### src/rtl/rr_grant_scheduler.sv
// Round-robin scheduler: registered one-hot grant, one idle cycle between owners.
// Define ARB_TIMEOUT_EN to revoke a grant after MAX_HOLD cycles while others wait.
module rr_grant_scheduler #(
    parameter int NREQ     = 4,
    parameter int IDW      = 2,
    parameter int MAX_HOLD = 8
) (
    input  logic            clock,
    input  logic            reset_n,
    input  logic [NREQ-1:0] req,
    output logic [NREQ-1:0] gnt,
    output logic            gnt_valid,
    output logic [IDW-1:0]  gnt_id,
    output logic            busy,
    output logic            timeout_evt
);

    if (NREQ < 2 || NREQ > 8 || (1 << IDW) < NREQ || MAX_HOLD < 2 || MAX_HOLD > 255) begin : g_bad_param
        $error("rr_grant_scheduler: illegal parameter set");
    end

    typedef enum logic [2:0] {
        S_IDLE    = 3'b001,
        S_GRANT   = 3'b010,
        S_RELEASE = 3'b100
    } state_t;

    state_t          r_state;
    state_t          w_state_nxt;
    logic [NREQ-1:0] r_gnt;
    logic [NREQ-1:0] w_gnt_nxt;
    logic [IDW-1:0]  r_gnt_id;
    logic [IDW-1:0]  w_gnt_id_nxt;
    logic [IDW-1:0]  r_ptr;
    logic [IDW-1:0]  w_ptr_nxt;

    logic            w_any_req;
    logic            w_owner_req;
    logic [IDW-1:0]  w_pick;
    logic [NREQ-1:0] w_pick_onehot;
    logic [IDW-1:0]  w_next_ptr;

`ifdef ARB_TIMEOUT_EN
    logic [7:0]      r_hold_cnt;
    logic [7:0]      w_hold_cnt_nxt;
    logic            r_tevt;
    logic            w_tevt_nxt;
    logic            w_others_req;
    logic            w_hold_max;
`endif

    // First requester at or after ptr, wrapping modulo NREQ.
    function automatic logic [IDW-1:0] f_rr_pick(input logic [NREQ-1:0] req_v,
                                                 input logic [IDW-1:0]  ptr_v);
        logic [IDW-1:0] win;
        int             idx;
        win = '0;
        for (int k = NREQ - 1; k >= 0; k--) begin
            idx = (int'(ptr_v) + k) % NREQ;
            if (req_v[idx]) win = IDW'(idx);
        end
        return win;
    endfunction

    assign w_any_req     = |req;
    assign w_owner_req   = |(req & r_gnt);
    assign w_pick        = f_rr_pick(req, r_ptr);
    assign w_pick_onehot = NREQ'(1) << w_pick;
    assign w_next_ptr    = IDW'((int'(r_gnt_id) + 1) % NREQ);

`ifdef ARB_TIMEOUT_EN
    assign w_others_req  = |(req & ~r_gnt);
    assign w_hold_max    = (r_hold_cnt == 8'(MAX_HOLD - 1));
`endif

    always_ff @(posedge clock or negedge reset_n) begin
        if (!reset_n) begin
            r_state    <= S_IDLE;
            r_gnt      <= '0;
            r_gnt_id   <= '0;
            r_ptr      <= '0;
`ifdef ARB_TIMEOUT_EN
            r_hold_cnt <= '0;
            r_tevt     <= 1'b0;
`endif
        end else begin
            r_state    <= w_state_nxt;
            r_gnt      <= w_gnt_nxt;
            r_gnt_id   <= w_gnt_id_nxt;
            r_ptr      <= w_ptr_nxt;
`ifdef ARB_TIMEOUT_EN
            r_hold_cnt <= w_hold_cnt_nxt;
            r_tevt     <= w_tevt_nxt;
`endif
        end
    end

    always_comb begin
        w_state_nxt    = r_state;
        w_gnt_nxt      = r_gnt;
        w_gnt_id_nxt   = r_gnt_id;
        w_ptr_nxt      = r_ptr;
`ifdef ARB_TIMEOUT_EN
        w_hold_cnt_nxt = r_hold_cnt;
        w_tevt_nxt     = 1'b0;
`endif
        case (r_state)
            // RELEASE selects exactly like IDLE, but with the ptr just advanced.
            S_IDLE, S_RELEASE: begin
                if (w_any_req) begin
                    w_state_nxt    = S_GRANT;
                    w_gnt_nxt      = w_pick_onehot;
                    w_gnt_id_nxt   = w_pick;
`ifdef ARB_TIMEOUT_EN
                    w_hold_cnt_nxt = '0;
`endif
                end else begin
                    w_state_nxt    = S_IDLE;
                    w_gnt_nxt      = '0;
                end
            end
            S_GRANT: begin
                if (!w_owner_req) begin
                    w_state_nxt = S_RELEASE;
                    w_gnt_nxt   = '0;
                    w_ptr_nxt   = w_next_ptr;
                end
`ifdef ARB_TIMEOUT_EN
                else if (w_hold_max && w_others_req) begin
                    w_state_nxt = S_RELEASE;
                    w_gnt_nxt   = '0;
                    w_ptr_nxt   = w_next_ptr;
                    w_tevt_nxt  = 1'b1;
                end else if (!w_hold_max) begin
                    w_hold_cnt_nxt = r_hold_cnt + 8'd1;
                end
`endif
            end
            default: begin
                w_state_nxt = S_IDLE;
                w_gnt_nxt   = '0;
            end
        endcase
    end

    always_comb begin
        gnt         = r_gnt;
        gnt_valid   = |r_gnt;
        gnt_id      = r_gnt_id;
        busy        = (r_state != S_IDLE);
`ifdef ARB_TIMEOUT_EN
        timeout_evt = r_tevt;
`else
        timeout_evt = 1'b0;
`endif
    end

endmodule

### config.mk
export PLATFORM = sky130hd
export DESIGN_NAME = rr_grant_scheduler
export DESIGN_NICKNAME = d
export VERILOG_FILES = /design/src/rtl/rr_grant_scheduler.sv
export SDC_FILE = /design/constraint.sdc
export NUM_CORES = 1
export LEC_CHECK = 0
export BUFFER_PORTS_ARGS = -buffer_cell sky130_fd_sc_hd__buf_2
export CORE_AREA = 2 2 39 41
export CTS_CLUSTER_DIAMETER = 80
export CTS_CLUSTER_SIZE = 40
export DETAILED_ROUTE_END_ITERATION = 8
export DIE_AREA = 0 0 41 43
export GPL_TIMING_DRIVEN = 0
export PLACE_DENSITY = 0.72
export SLEW_MARGIN = 15
export SYNTH_ARGS = -nofsm -noshare
export SYNTH_HDL_FRONTEND = slang
export SYNTH_SLANG_ARGS = --single-unit
### constraint.sdc
create_clock -name clock -period 2 [get_ports clock]
set_clock_uncertainty 0.2 [all_clocks]
set_input_delay 0.4 -clock clock [delete_from_list [all_inputs] [get_ports clock]]
set_output_delay 0.4 -clock clock [all_outputs]
set_load 0.005 [all_outputs]
* After elaboration in Yosys (flattened, before gate mapping)
Cells that the tools add are included.
** Operators by class
- Add/subtract/negate cells :: 4
- Magnitude comparators :: 4
- Equal/unequal tests :: 5
- Shift-type cells :: 1
- Mux-type cells :: 21
- Bitwise logic cells :: 5
- Reductions and logical operators :: 9
** Operators by type and width (number)
- 3-bit by 4-bit < comparator with 1-bit output (second input constant) :: 3
- 4-bit OR reduction :: 3
- 2-bit two-way mux :: 5
- 1-bit binary-select mux with 2-bit select :: 4
- 4-bit two-way mux :: 2
- 4-bit one-hot mux with 2 select lines :: 1
- 2-bit OR reduction :: 4
- 1-bit two-way mux :: 7
- 3-bit one-hot mux with 2 select lines :: 1
- 2-bit by 1-bit adder with 2-bit output (second input constant) :: 2
- 2-bit adder (second input constant) :: 2
- 4-bit bitwise AND :: 1
- 2-bit AND reduction :: 2
- 1-bit by 2-bit << shifter with 4-bit output (first input constant) :: 1
- 1-bit bitwise AND (first input constant) :: 3
- 3-bit by 1-bit equality test with 1-bit output (second input constant) :: 1
- 3-bit by 2-bit equality test with 1-bit output (second input constant) :: 1
- 3-bit equality test (second input constant) :: 1
- 2-bit by 3-bit < comparator with 1-bit output (second input constant) :: 1
- 3-bit two-way mux :: 1
- 3-bit by 1-bit inequality test with 1-bit output (second input constant) :: 1
- 2-bit inequality test (second input constant) :: 1
- 1-bit inverter :: 1
** Storage, ports and cells
- Register bits :: 11
- Input port bits :: 6

* Longest topological paths before layout
Gate-level depths: netlist (run 1).
- Depth in word-level cells :: 13
- Gate-level depth with buffers :: 4
- Gate-level depth less buffers :: 4

* Least setup slack after synthesis (run 1)
OpenSTA, ideal clock, no wires.
- Path kind :: register to register
- From :: register r_gnt[0] (netlist: gnt[0])
- To :: register r_ptr[0]
- Library setup time :: 0.128 ns
- Arrival time :: 1.246 ns
- Data required time :: 1.672 ns
- Path slack :: 0.426 ns
- Stages on the path, launching flop included :: 5
- Period minus slack after synthesis :: 1.574 ns
- Path through :: dfrtp_1 -> a22o_1 -> a221oi_2 -> nand2_1 -> mux2_1
** On the way
- Cells in the longest elaborated chain, start to end :: 4
** RTL lines
- from (decl) :: RTL line 30 : logic [NREQ-1:0] r_gnt;
- from (signal assigned) :: RTL line 88 : r_gnt <= w_gnt_nxt;
- 4-bit bitwise AND :: RTL line 66 : assign w_owner_req = |(req & r_gnt);
- 4-bit OR reduction :: RTL line 66
- 1-bit inverter (no source line)
- 2-bit AND reduction (no source line)
- to (signal assigned) :: RTL line 90 : r_ptr <= w_ptr_nxt;
- to (decl) :: RTL line 34 : logic [IDW-1:0] r_ptr;
No other way between the ends.
A chain may end at the register's enable or synchronous reset.

* Worst setup path after layout (run 1)
- From :: register r_gnt[0] (netlist: gnt[0])
- To :: output gnt_valid
** On the way
- Cells in the longest elaborated chain, start to end :: 1
** RTL lines
- 4-bit OR reduction :: RTL line 148 : gnt_valid = |r_gnt;
- to (decl) :: RTL line 12 : output logic gnt_valid,
No other way between the ends.

==> run metrics, run 1 <==
Tcrit/Tclk final 95.8%; top post-synthesis cells by area dfrtp_1 43%, dfstp_2 4.6%, a22o_1 4.6%, o2bb2ai_1 4.6%, mux2_1 3.9%; DR WL/cell 13.4 um; via count 443; Area growth syn-to-layout 21.0%; number of global-route vias before repair 433; Longest Clk Path Bufs 2; critical path type reg -> out; drt drc 0; synth warn 0; WL final 1130 um; critical path startpoint category flip-flop; global route total overflow 0; Final Hold Viols 0; Skew-Pair Late Insertion Delay 0.26 ns; final net count 75; Crit. End Element output port; first-pass GRT wire length 1880 um; Synth area leader dfrtp_1; worst path required time 1.40 ns; outcome finished clean; ANT cells 0; Initial Util 41.7%; I/O pins 15; fmax 522 MHz; initial DRC count 3; worst vdd ir 0.000599 V; CTS tree done; Placement Cell Area 662 um2; Power Dens Cells 1510 nW/um2; Post-Syn Nets 56; #FFs+latches synth 11; die width 41 um; ratio of cells with drive above 1 in the final layout 33.8%; largest net degree at the start of global routing 12; Critical Path Fanout Max 4; GRT Total Usage 16.5%; Synth Flop Type dfrtp_1; fraction of registers with async set/reset 100%; RSZ-0062 raised after global routing false; Period minus WS final 1.92 ns; initial antenna violation count 0; count of input and output buffers 13; total power 1.06 mW; die outline area 1760 um2; Distinct cells, synth 29; EDFF count, synth 0; H-tree Lvls 1; top cell type's share of synthesized area 43.4%; Syn Inst Count 50; Die Ht 43 um; # setup viols final 0; DP HPWL 861 um; ANT nets after route 0; vias per cell 5.27; Core Rows 14; clk sink count 11; Worst-path clk slew 0.06 ns; Syn Area/Cell 11.5 um2; most common cell in the netlist dfrtp_1; CP arrival 1.32 ns; core area 1380 um2; Fill cells 143; Root Driver clkbuf_4; Worst Hold Class in -> async; drt first pass iters 4; Final GP Congestion 0.719; Max Cap Viol 0; part of the Yosys area used for sequential elements 47.9%; setup_tns 0 ns; Final Cell Area 698 um2; leakage 0.330 nW; CTS Buf Count 3; synthesized cell area 577 um2; max-slew violations 0
final cells by class:
class / count / area, um2 / area share (%)
plain buffers: 1 / 7.51 / 1.08
inverters: 3 / 11.3 / 1.61
clock buffers: 4 / 26.3 / 3.76
multi-input cells: 35 / 282 / 40.3
well taps: 16 / 20.0 / 2.87
flip-flops and latches: 11 / 277 / 39.6
repair buffers: 14 / 75.1 / 10.8
report_power, final:
group	switching, mW	total, mW	internal, mW	leakage, nW
sequential	0.105	0.436	0.331	0.139
combinational	0.220	0.478	0.258	0.176
clock	0.0651	0.142	0.0770	0.0150
total	0.390	1.06	0.666	0.330
sequential cells by signal (all words and copies together), names as in the netlist:
register  count
gnt           4
gnt_id        2
r_ptr         2
r_state       3
worst paths after layout:
path	start	endpoint	slack (ns)	depth (start not counted)
max	gnt[0]	gnt_valid	0.08	2
min	reset_n	gnt_id[0]	0.33	2
max reg2reg	gnt[0]	r_ptr[1]	0.32	4
min reg2reg	gnt[1]	gnt[1]	0.35	1
max in group asynchronous	reset_n	r_state[0]	1.01	2
min in group clock	gnt[1]	gnt[1]	0.35	1
per-layer routing:
layer  vias to the layer above  global-route usage, %  part of all wire, %  wire length, um
met3                         2                   1.57                  3.6               40
li1                        219                      -                    -                -
met1                       211                   21.0                   45              505
met5                         -                      0                    0                0
met2                        11                   23.8                   50              563
met4                         0                   14.0                  1.3               15
kinds of logic after synthesis:
logic type | after synthesis | share of synthesized area, %
AND/OR/NAND/NOR | 15 | 18.2
AO/OA/AOI/OAI | 13 | 19.3
flip-flops | 11 | 47.9
multiplexers | 4 | 7.59
buffers and inverters | 4 | 3.25
XOR/XNOR | 2 | 3.04
other | 1 | 0.650
repair_timing:
item                                   4_1_cts  5_1_grt
endpoints found under the hold margin       10        0
gates resized for setup                      0        0
hold buffers                                 1        0
buffers inserted                             0        0
worst max-delay path, cell delays in order, from the launching register on:
cell and delay, ns:
dfrtp_1 0.41, or4_1 0.51, buf_2 0.14
cell usage in the layout (no fill, tap or decap), drive strengths merged:
cell	netlist	routed
a21boi	1	1
a21oi	1	1
a221oi	1	1
a22o	3	3
buf	1	14
clkbuf	0	4
conb	1	1
dfrtp	10	10
dfstp	1	1
dlygate4sd3	0	1
inv	3	3
mux2	3	3
mux2i	1	1
nand2	3	3
nand2b	1	1
nor2	3	3
nor2b	1	1
nor3	1	1
nor3b	3	3
nor4	1	1
o21ai	1	1
o21bai	1	1
o2bb2ai	3	3
o32a	1	1
o32ai	1	1
or2	1	1
or4	1	1
xnor2	1	1
xor2	1	1
through the flow:
| step | hold slack (ns) | cells | setup WS (ns) | utilization, % |
|---|---|---|---|---|
| 2_1_floorplan | -0.0956 | 50 | 0.426 | - |
| 3_3_place_gp | 0.0744 | 79 | 0.222 | 47.8 |
| 6_report | 0.334 | 84 | 0.0836 | 50.5 |
| 4_1_cts | 0.325 | 84 | 0.0719 | 50.5 |
| 3_5_place_dp | 0.0820 | 79 | 0.214 | 47.8 |
| 5_1_grt | 0.339 | 84 | 0.0427 | 50.5 |
(Power assumes the default switching activity.)
==> inputs of run 2 (changes only) <==
BUFFER_PORTS_ARGS = default   (was -buffer_cell sky130_fd_sc_hd__buf_2)
DONT_BUFFER_PORTS = 1   (was default)
PLACE_DENSITY = 0.62   (was 0.72)
==> run metrics, run 2 (synthesis gave the netlist of run 1 again) <==
Die Ht 43 um; DR top layer met4; Max Cap Viol 0; Skew-Pair Late Insertion Delay 0.26 ns; H-tree Lvls 1; CTS Buf Count 3; Area growth syn-to-layout 9.76%; number of global-route vias before repair 386; Detail Route met2 WL 481 um; Crit. End Element output port; Period minus WS final 1.84 ns; Initial Util 41.7%; worst vdd ir 0.000527 V; worst path bufs/invs 0; drt first pass iters 4; ANT nets after route 0; CP arrival 1.24 ns; setup_tns 0 ns; worst path required time 1.40 ns; clk sink count 11; critical path type reg -> out; ratio of cells with drive above 1 in the final layout 18.2%; Root Driver clkbuf_4; WL met3 62 um; final net count 62; ANT cells 0; Power Dens Cells 1540 nW/um2; commonest non-fill, non-tap cell in the layout dfrtp_1; drt drc 0; I/O pins 15; GRT Total Usage 14.0%; critical path startpoint category flip-flop; Worst Hold Class in -> reg; # setup viols final 0; Slowest-stage cell, CP or4_1; first-pass GRT wire length 1590 um; global route total overflow 0; Tcrit/Tclk final 91.8%; outcome finished clean; M1 WL 483 um; count of input and output buffers 0; largest net degree at the start of global routing 12; core area 1380 um2; DP HPWL 792 um; total power 973 uW; die outline area 1760 um2; vias per cell 5.49; Final Hold Viols 0; Core Rows 14; CP delay by family, top simple AND/OR/NAND/NOR gates; Longest Clk Path Bufs 2; CTS tree done; WL final 1040 um; Critical Path Fanout Max 4; DR WL/cell 14.6 um; die width 41 um; initial antenna violation count 0; leakage 0.272 nW; critical-path cell list or4_1; max-slew violations 0; Final GP Congestion 0.642; fmax 545 MHz; flip-flop count of the largest register, all copies and words added 4; RSZ-0062 raised after global routing false; initial DRC count 2; via count 390; Max stage delay on crit path 0.56 ns; Worst-path clk slew 0.07 ns
[run 2: changes by cell type in the layout (fill, tap and decap cells not counted)]
cell,delta
buf_2,-13
[run 2: routing by layer]
layer  GRT usage [%]  vias up
met5               0        -
met4            12.0        0
met3            2.09        2
met2            18.1       10
met1            19.4      179
li1                -      199
[run 2: final cells by class]
class,instances,area [um2]
Fill cell,132,751
Multi-Input combinational cell,35,282
Sequential cell,11,277
Clock buffer,4,26.3
Tap cell,16,20.0
Inverter,3,11.3
Timing Repair Buffer,1,10.0
Buffer,1,7.51
[run 2: stage by stage]
step / cell area, um2 / setup slack (ns) / utilization (%) / hold slack [ns] / cells
after global placement: 597 / 0.305 / 43.1 / -0.0953 / 66
after detailed placement: 597 / 0.320 / 43.1 / -0.0953 / 66
after floorplan: 577 / 0.426 / - / -0.0956 / 50
final: 633 / 0.164 / 45.8 / 0.181 / 71
after CTS: 633 / 0.147 / 45.8 / 0.179 / 71
after global routing: 633 / 0.127 / 45.8 / 0.186 / 71
[run 2: worst register-to-register path, cell delays in order (launching register included)]
cell      delay, ns
dfrtp_1        0.42
a22o_1         0.25
a221oi_2       0.22
nand2_1        0.15
mux2_1         0.34
[run 2: final timing paths]
kind / slack (ns) / endpoint / start / cells past startpoint
min in group asynchronous: 0.33 / gnt_id[0] / reset_n / 1
max in group asynchronous: 0.92 / r_state[0] / reset_n / 1
hold reg to reg: 0.37 / gnt[0] / gnt[0] / 1
setup / recovery: 0.16 / gnt_valid / gnt[0] / 1
setup reg to reg: 0.31 / r_ptr[0] / gnt[0] / 4
hold / removal: 0.18 / gnt[2] / req[3] / 2
[run 2: power breakdown]
group	switching, mW	leakage [nW]	internal, mW	total [mW]
clock	0.0675	0.0150	0.0771	0.145
combinational	0.181	0.119	0.203	0.384
sequential	0.114	0.139	0.331	0.444
total	0.363	0.272	0.610	0.973
[run 2: what timing repair did]
action	CTS	global route
hold buffers	1	0
resized for setup	0	0
buffers inserted	0	0
endpoints found under the hold margin	11	0
==> inputs of run 3 (changes only) <==
CELL_PAD_IN_SITES_DETAIL_PLACEMENT = 0   (was default)
CELL_PAD_IN_SITES_GLOBAL_PLACEMENT = 1   (was default)
CORE_AREA = 2 2 40 42   (was 2 2 39 41)
DIE_AREA = 0 0 42 44   (was 0 0 41 43)
PLACE_DENSITY = 0.72   (was 0.62)
RECOVER_POWER = 25   (was default)
==> run metrics, run 3 (synthesis gave the netlist of run 1 again) <==
outcome finished clean; max-slew violations 0; Gate power share 39.3%; GRT Total Usage 13.0%; fmax 544 MHz; Critical Path Fanout Max 4; worst vdd ir 0.000821 V; RR Endpoint r_ptr[0]; sw frac 37.3%; worst reg2reg setup slack 0.31 ns; setup_tns 0 ns; Root Driver clkbuf_4; I/O pins 15; utilization after layout 44.6%; DP HPWL 796 um; leakage 0.272 nW; Final GP Congestion 0.768; H-tree Lvls 1; CP arrival 1.24 ns; drt first pass iters 3; ANT cells 0; Initial Util 40.7%; count of input and output buffers 0; Longest Clk Path Bufs 2; Skew-Pair Late Insertion Delay 0.26 ns; final net count 62; Slowest-stage cell, CP or4_1; Worst Hold Class in -> reg; ratio of cells with drive above 1 in the final layout 18.2%; ANT nets after route 0; Clk network pwr share 14.8%; worst path bufs/invs 0; Psw 363 uW; core area 1420 um2; worst path required time 1.40 ns; RSZ-0062 raised after global routing false; Core Rows 14; CP delay by family, top simple AND/OR/NAND/NOR gates; R2R depth 4; die outline area 1850 um2; initial DRC count 6; WL final 1030 um; first-pass GRT wire length 1750 um; DR WL/cell 14.5 um; drt drc 0; worst hold slack 0.181 ns; post-CTS setup buffer count 0; Area growth syn-to-layout 9.76%; Crit. End Element output port; CTS tree done; global route total overflow 0; critical path type reg -> out; Max Cap Viol 0; CTS Buf Count 3; crit path capture gnt_valid; Levels on crit path 1; Worst-path clk slew 0.06 ns; commonest non-fill, non-tap cell in the layout dfrtp_1; Die Ht 44 um; via count 387; vias per cell 5.45; # setup viols final 0; critical path startpoint category flip-flop; number of global-route vias before repair 394; Power Dens Cells 1540 nW/um2; critical-path cell list or4_1; clk sink count 11; initial antenna violation count 0; Tcrit/Tclk final 91.9%; start of the worst register-to-register path gnt[0]; die width 42 um; flip-flop count of the largest register, all copies and words added 4; Sequential Power Share 45.9%; internal power 610 uW; Period minus WS final 1.84 ns; Max stage delay on crit path 0.56 ns; Final Hold Viols 0; Worst Setup SP gnt[0]; largest net degree at the start of global routing 12
==> run 3: cell counts in the layout (fill, tap and decap cells not counted) <==
No cell type changed its count.
==> run 3: metal layers <==
metal  track usage [%]  wire [um]  vias up  part of all wire, %
met5                 0          0        -                    0
met4              9.68         10        0                 0.97
met3              3.33         61        2                  5.9
met2              17.8        481        8                   47
met1              17.8        480      185                   46
li1                  -          -      192                    -
==> run 3: timing repair <==
| item | 4_1_cts | 5_1_grt |
|---|---|---|
| hold buffers | 1 | 0 |
| gates resized for setup | 0 | 0 |
| hold endpoints to repair | 11 | 0 |
==> run 3: layout make-up <==
cell class	count	area, um2
fillers	139	786
multi-input cells	35	282
flip-flops and latches	11	277
clock buffers	4	26.3
well taps	16	20.0
inverters	3	11.3
repair buffers	1	10.0
plain buffers	1	7.51
==> run 3: worst min path at each step <==
| stage | depth (start not counted) | from | endpoint | slack (ns) |
|---|---|---|---|---|
| detailed placement | 0 | reset_n | r_state[2] | -0.1 |
| global route | 3 | req[2] | r_state[2] | 0.22 |
| finish | 2 | req[3] | gnt[2] | 0.18 |
| global placement | 0 | reset_n | r_state[2] | -0.1 |
| CTS | 2 | req[3] | gnt[2] | 0.18 |
| floorplan | 0 | reset_n | gnt[0] | -0.1 |
==> run 3: stage by stage <==
step / power (mW) / cell area [um2] / cells / worst slack, ns
floorplan: 0.753 / 577 / 50 / 0.426
global placement: 0.830 / 597 / 66 / 0.303
detailed placement: 0.833 / 597 / 66 / 0.305
CTS: 0.991 / 633 / 71 / 0.144
global route: 1.05 / 633 / 71 / 0.137
finish: 0.973 / 633 / 71 / 0.162
==> run 3: power groups by stage <==
stage | logic [mW] | clock network, mW | registers (mW)
2_1_floorplan | 0.329 | 0 | 0.424
3_3_place_gp | 0.380 | 0 | 0.450
3_5_place_dp | 0.382 | 0 | 0.452
4_1_cts | 0.391 | 0.151 | 0.449
5_1_grt | 0.426 | 0.160 | 0.466
6_report | 0.382 | 0.144 | 0.447
